## config.mk

```make
export PLATFORM = sky130hd
export DESIGN_NAME = adc_delay_ctrl
export DESIGN_NICKNAME = d
export VERILOG_FILES = /design/src/rtl/adc_delay_ctrl.sv
export SDC_FILE = /design/constraint.sdc
export NUM_CORES = 1
export LEC_CHECK = 0
export CAP_MARGIN = 20
export CORE_ASPECT_RATIO = 0.5
export CORE_MARGIN = 2
export CORE_UTILIZATION = 30
export DETAILED_ROUTE_END_ITERATION = 10
export GPL_ROUTABILITY_DRIVEN = 0
export GPL_TIMING_DRIVEN = 0
export SLEW_MARGIN = 20
export SYNTH_ARGS = -nofsm -noshare
export SYNTH_HDL_FRONTEND = slang
export SYNTH_SLANG_ARGS = --single-unit
```

## constraint.sdc

```tcl
create_clock -name user_clk -period 3.3 [get_ports user_clk]
set_input_delay 0.99 -clock user_clk [delete_from_list [all_inputs] [get_ports user_clk]]
set_output_delay 0.99 -clock user_clk [all_outputs]
set_load 0.005 [all_outputs]
```

## src/rtl/adc_delay_ctrl.sv

```systemverilog
// IODELAY tap sequencer: on each change of the delay register, reset the masked
// lanes' IODELAYs and then step them up to the requested tap with paced CE pulses.
module adc_delay_ctrl #(
  parameter int unsigned C_NUM_LANES  = 8,
  parameter int unsigned C_TAP_WIDTH  = 5,
  parameter int unsigned C_GAP_CYCLES = 2
) (
  input  logic                   user_clk,
  input  logic                   user_rst_n,
  input  logic [31:0]            user_data_in,
  output logic [C_NUM_LANES-1:0] dly_rst,
  output logic [C_NUM_LANES-1:0] dly_ce,
  output logic                   dly_inc,
  output logic                   busy,
  output logic [C_TAP_WIDTH-1:0] applied_tap,
  output logic [15:0]            apply_count
);

  localparam int unsigned SW = C_TAP_WIDTH + 1;
  localparam int unsigned GW = (C_GAP_CYCLES > 1) ? $clog2(C_GAP_CYCLES) : 1;

  typedef enum logic [2:0] {
    IDLE   = 3'd0,
    LOAD   = 3'd1,
    RST    = 3'd2,
    SETTLE = 3'd3,
    STEP   = 3'd4,
    GAP    = 3'd5,
    DONE   = 3'd6
  } state_t;

  state_t                 r_state;
  state_t                 w_state_nxt;
  logic [31:0]            r_last_val;
  logic                   r_pending;
  logic [C_NUM_LANES-1:0] r_mask;
  logic [C_TAP_WIDTH-1:0] r_target;
  logic [SW-1:0]          r_step_cnt;
  logic                   r_settle_cnt;
  logic [GW-1:0]          r_gap_cnt;
  logic                   w_change;
  logic                   w_gap_last;
  logic                   w_more_steps;

  logic [C_NUM_LANES-1:0] r_dly_rst;
  logic [C_NUM_LANES-1:0] r_dly_ce;
  logic                   r_dly_inc;
  logic                   r_busy;
  logic [C_TAP_WIDTH-1:0] r_applied_tap;
  logic [15:0]            r_apply_count;

  assign w_change     = (user_data_in != r_last_val);
  assign w_gap_last   = (r_gap_cnt == GW'(C_GAP_CYCLES - 1));
  // Step counter is one bit wider so a full-scale target never wraps it.
  assign w_more_steps = (r_step_cnt < {1'b0, r_target});

  always_comb begin
    w_state_nxt = r_state;
    case (r_state)
      IDLE:    if (w_change) w_state_nxt = LOAD;
      LOAD:    w_state_nxt = (r_last_val[C_NUM_LANES-1:0] == '0) ? DONE : RST;
      RST:     w_state_nxt = SETTLE;
      SETTLE:  if (r_settle_cnt) w_state_nxt = (r_target != '0) ? STEP : DONE;
      STEP:    w_state_nxt = GAP;
      GAP:     if (w_gap_last) w_state_nxt = w_more_steps ? STEP : DONE;
      DONE:    w_state_nxt = (r_pending || w_change) ? LOAD : IDLE;
      default: w_state_nxt = IDLE;
    endcase
  end

  always_ff @(posedge user_clk or negedge user_rst_n) begin
    if (!user_rst_n) begin
      r_state    <= IDLE;
      r_last_val <= '0;
      r_pending  <= 1'b0;
    end else begin
      r_state    <= w_state_nxt;
      r_last_val <= user_data_in;
      // A change seen during LOAD must survive the clear, hence set-over-clear.
      if ((r_state != IDLE) && w_change)
        r_pending <= 1'b1;
      else if (r_state == LOAD)
        r_pending <= 1'b0;
    end
  end

  always_ff @(posedge user_clk or negedge user_rst_n) begin
    if (!user_rst_n) begin
      r_mask       <= '0;
      r_target     <= '0;
      r_step_cnt   <= '0;
      r_settle_cnt <= 1'b0;
      r_gap_cnt    <= '0;
    end else begin
      case (r_state)
        LOAD: begin
          r_mask     <= r_last_val[C_NUM_LANES-1:0];
          r_target   <= r_last_val[8 +: C_TAP_WIDTH];
          r_step_cnt <= '0;
        end
        RST:    r_settle_cnt <= 1'b0;
        SETTLE: r_settle_cnt <= 1'b1;
        STEP: begin
          r_step_cnt <= r_step_cnt + SW'(1);
          r_gap_cnt  <= '0;
        end
        GAP:    r_gap_cnt <= r_gap_cnt + GW'(1);
        default: ;
      endcase
    end
  end

  // Strobes are registered from the current state, so they trail it by one cycle.
  always_ff @(posedge user_clk or negedge user_rst_n) begin
    if (!user_rst_n) begin
      r_dly_rst     <= '0;
      r_dly_ce      <= '0;
      r_dly_inc     <= 1'b0;
      r_busy        <= 1'b0;
      r_applied_tap <= '0;
      r_apply_count <= '0;
    end else begin
      r_dly_rst <= (r_state == RST)  ? r_mask : '0;
      r_dly_ce  <= (r_state == STEP) ? r_mask : '0;
      r_dly_inc <= (r_state == STEP);
      r_busy    <= (r_state != IDLE);
      if (r_state == DONE) begin
        r_applied_tap <= r_target;
        r_apply_count <= r_apply_count + 16'd1;
      end
    end
  end

  assign dly_rst     = r_dly_rst;
  assign dly_ce      = r_dly_ce;
  assign dly_inc     = r_dly_inc;
  assign busy        = r_busy;
  assign applied_tap = r_applied_tap;
  assign apply_count = r_apply_count;

endmodule

```

==> impl_results.md <==
* VDD IR max at 0.000232 V
* All-layer global routing usage at 12.5%
* Netlist cell types at 38
* Initial Util at approximately a third
* Synth-to-Final Area Change at 32.8%
* Synth Area in Adders at 1.98%
* Via density at 4.26
* FP Rows at 28
* Crit. End Element: primary output
* Hold_buf cts at 0
* I/O pin cnt at 73
* Clock Sinks at 96
* Clock power share at 28.8%
* Max cap viols at 0
* Number of global-route vias before repair at 2506
* I/O Buffers at 72
* Max Fclk at 423 MHz
* Top cells by area, synth: dfrtp_1, xor2_1, nand2_1
* Crit path time final at between 2000 and 2500 ps
* Number of antenna diodes at 0
* Dpl cell area at 4750 um2
* Largest stage delay on the critical path at 560 ps
* Top FF cell, synth: dfrtp_1
* Worst Path Arrival at 1380 ps
* Routed wire length at 7.64 mm
* Critical Path RT at 2310 ps
* Sequential power share at 44.7%
* Syn Inst Count at 313
* Final Max Slew Viols at 0
* Pre-CTS setup slack at 586 ps
* Met2 wire length at 3.31 mm
* CTS tree: done
* Global-route wire length before repair at 13.2 mm
* YS warnings at 0
* M1 wire length at 3.92 mm
* Initial drt markers at 102
* RSZ-0062 raised after global routing: false
* CP endpoint: apply_count[8]
* Final Cycle Share at 71.7%
* Synth Area in XOR/XNOR at 10.9%
* Largest net degree at the start of global routing at 54
* Fraction of layout cells with a size suffix above 1 at 8.96%
* Post-Syn Area at between 3000 and 4000 um2
* Worst path top cell family by delay: buffers and inverters
* Main combinational cell family by area after synthesis: simple AND/OR/NAND/NOR gates
* Overall via count from detail_route at about 2400
* Cell internal pwr at 2.46 mW
* EDFF count, synth at 0
* Synthesized flop and latch total at 96
* Final ANT Viol Nets at 0
* Leakage at 2.25 nW
* Wire length per cell at about 13 um
* Skew final at 6.48 ps
* Fin area at 5040 um2
* Die span in y at 83.5 um
* H-tree Lvls at 3
* Pre-antenna DRT Iters at 4
* Worst-Skew Late Latency at 340 ps
* Post-synth ARST share at 100%
* Setup_tns at 0 ps
* Complex-gate fraction of the synthesized area at 4.82%
* RR Endpoint: r_state[1]
* Worst flop-to-flop path startpoint: r_target[1]
* FF-to-FF setup slack at 1570 ps
* Critical Path Source: apply_count[8]
* Highest Signal Layer: met4
* Crit-path max FO at 6
* Cell Count, Final, Fillers Out at 567
* Sequential share of the synthesized area at 63.3%
* Overall power at approximately 3.5 mW
* Clk buf depth at 2
* Hpwl dp at 5.60 mm
* Final hold violations at 0
* Multiplexer share of the synthesized area at under 10%
* Simple-gate share of the synthesized area at between 10% and 20%
* Relative max-transition margin at 54.6%
* Crit path cell chain: clkdlybuf4s50_1
* Core Box Area at between 10000 and 15000 um2
* PwrDens at 696 nW/um2
* Worst hold-check path type: register to register
* Outcome: finished clean
* Length in cells of the worst reg-to-reg path at 6
* Die area at 13600 um2
* Sw Share at 30.0%
* Worst Tran Pin Value at 679 ps
* Post-synth top area cell: dfrtp_1
* DR WL met3 at 308 um
* Initial antenna violation count at 0
* Die Wd at between 150 and 200 um
* Number of buffers created by CTS at 9
* Post-CTS Setup Bufs at 0
* WS Path Type: register to primary output
* Detailed-route DRC error count at 0
* Syn_nets at roughly 350
* Startpoint Class: register
* Nets@finish at 437
* Share of the synthesized area in the top cell type at a little under two thirds
* GR Overflow Total at 0
* CTS root buffer: clkbuf_16
* Worst path depth at 1
* Synthesized area per cell at 12.1 um2
* Filler Cell Count at between 1000 and 1500
* WP buf/inv at 1
* Sw Pwr at 1.05 mW
* Slowest-stage cell, CP: clkdlybuf4s50_1
* Cts repair resizes at 0
* Final worst slack at 934 ps
* Clock-pin slew on the worst setup and hold paths at 60 ps
* Cell Count Post-Placement at 551
* Gate power share at 26.5%
* Final number of setup-violating endpoints at 0
placed cells by master (no fill, tap or decap), drive strengths merged:
master | synthesis | final
and4 | 1 | 1
a21oi | 5 | 5
o221a | 1 | 1
nand4 | 7 | 7
a22o | 1 | 1
a41oi | 1 | 1
a21o | 2 | 2
xnor2 | 11 | 11
o22ai | 2 | 2
nand3 | 8 | 8
clkinvlp | 0 | 2
nand2b | 5 | 5
nor2 | 15 | 15
nand3b | 1 | 1
o211ai | 1 | 1
mux2 | 4 | 4
buf | 4 | 6
nor3 | 4 | 4
o31ai | 2 | 2
clkbuf | 3 | 13
nor4 | 10 | 10
a2111oi | 1 | 1
xor2 | 36 | 36
clkdlybuf4s50 | 0 | 71
ha | 6 | 6
or3b | 1 | 1
and2 | 8 | 8
and3 | 11 | 11
bufinv | 0 | 1
inv | 10 | 10
o21ai | 11 | 11
o32ai | 1 | 1
dfrtp | 96 | 96
nand2 | 44 | 44
clkinv | 0 | 3
power groups by stage:
stage | Sequential [mW] | Clock (mW) | Combinational [mW]
after CTS | 1.57 | 1.05 | 0.949
after floorplan | 1.57 | 0 | 0.531
after global placement | 1.59 | 0 | 0.922
final | 1.57 | 1.01 | 0.930
after detailed placement | 1.59 | 0 | 0.942
after global routing | 1.61 | 1.11 | 1.06
sequential cells by signal, indices dropped and copies added, names as in the netlist:
| name | cells |
|---|---|
| r_last_val | 32 |
| apply_count | 16 |
| dly_ce | 8 |
| dly_rst | 8 |
| r_mask | 8 |
| r_step_cnt | 6 |
| applied_tap | 5 |
| r_target | 5 |
| r_state | 3 |
| busy | 1 |
| dly_inc | 1 |
| r_gap_cnt | 1 |
| r_pending | 1 |
| r_settle_cnt | 1 |
worst min-delay path by stage:
stage	depth (start not counted)	endpoint	slack, ps	start
final	1	apply_count[15]	480	apply_count[15]
after global routing	1	apply_count[15]	500	apply_count[15]
after CTS	1	apply_count[15]	480	apply_count[15]
after detailed placement	1	apply_count[15]	470	apply_count[15]
after global placement	1	apply_count[15]	460	apply_count[15]
after floorplan	2	r_mask[0]	450	r_mask[0]
cells in the mapped netlist (3+ instances only):
library cell,n
xor2_1,36
nand4_1,7
ha_1,6
mux2_2,4
inv_1,9
and3_1,10
o21ai_0,11
dfrtp_1,96
nor2_2,3
nor4_1,10
xnor2_1,11
nand2b_1,5
nor2_1,12
a21oi_1,5
and2_1,8
buf_2,3
clkbuf_1,3
nand3_1,7
nand2_1,44
cell type report:
| type | instances | area, um2 | area share (%) |
|---|---|---|---|
| inverter | 10 | 37.5 | 0.745 |
| buffer | 7 | 33.8 | 0.671 |
| timing repair buffer | 73 | 749 | 14.9 |
| multi-input combinational | 200 | 1320 | 26.2 |
| sequential | 96 | 2400 | 47.7 |
| clock buffer | 10 | 229 | 4.55 |
| clock inverter | 6 | 60.1 | 1.19 |
| tap | 165 | 206 | 4.10 |
per-stage QoR:
step / utilization (%) / hold WS (ps)
global route: 41.7 / 502
floorplan: - / 452
finish: 41.7 / 477
CTS: 41.7 / 481
detailed placement: 39.3 / 472
global placement: 39.0 / 463
metal layers:
layer  GRT usage (%)  vias up
li1                -     1222
met1            17.8     1148
met2            18.2       38
met3            3.83       10
met4            4.10        0
met5               0        -
cells by family (layout without fill, tap and decap cells):
family                     after synthesis  in the layout
muxes                                    4              4
adders and majority gates                6              6
DFF                                     96             96
AOI/OAI and AO/OA                       28             28
buffers and inverters                   17            106
xor gates and xnor gates                47             47
and+or+nand+nor                        115            115
Note: power is estimated with default switching activity, not from simulation.
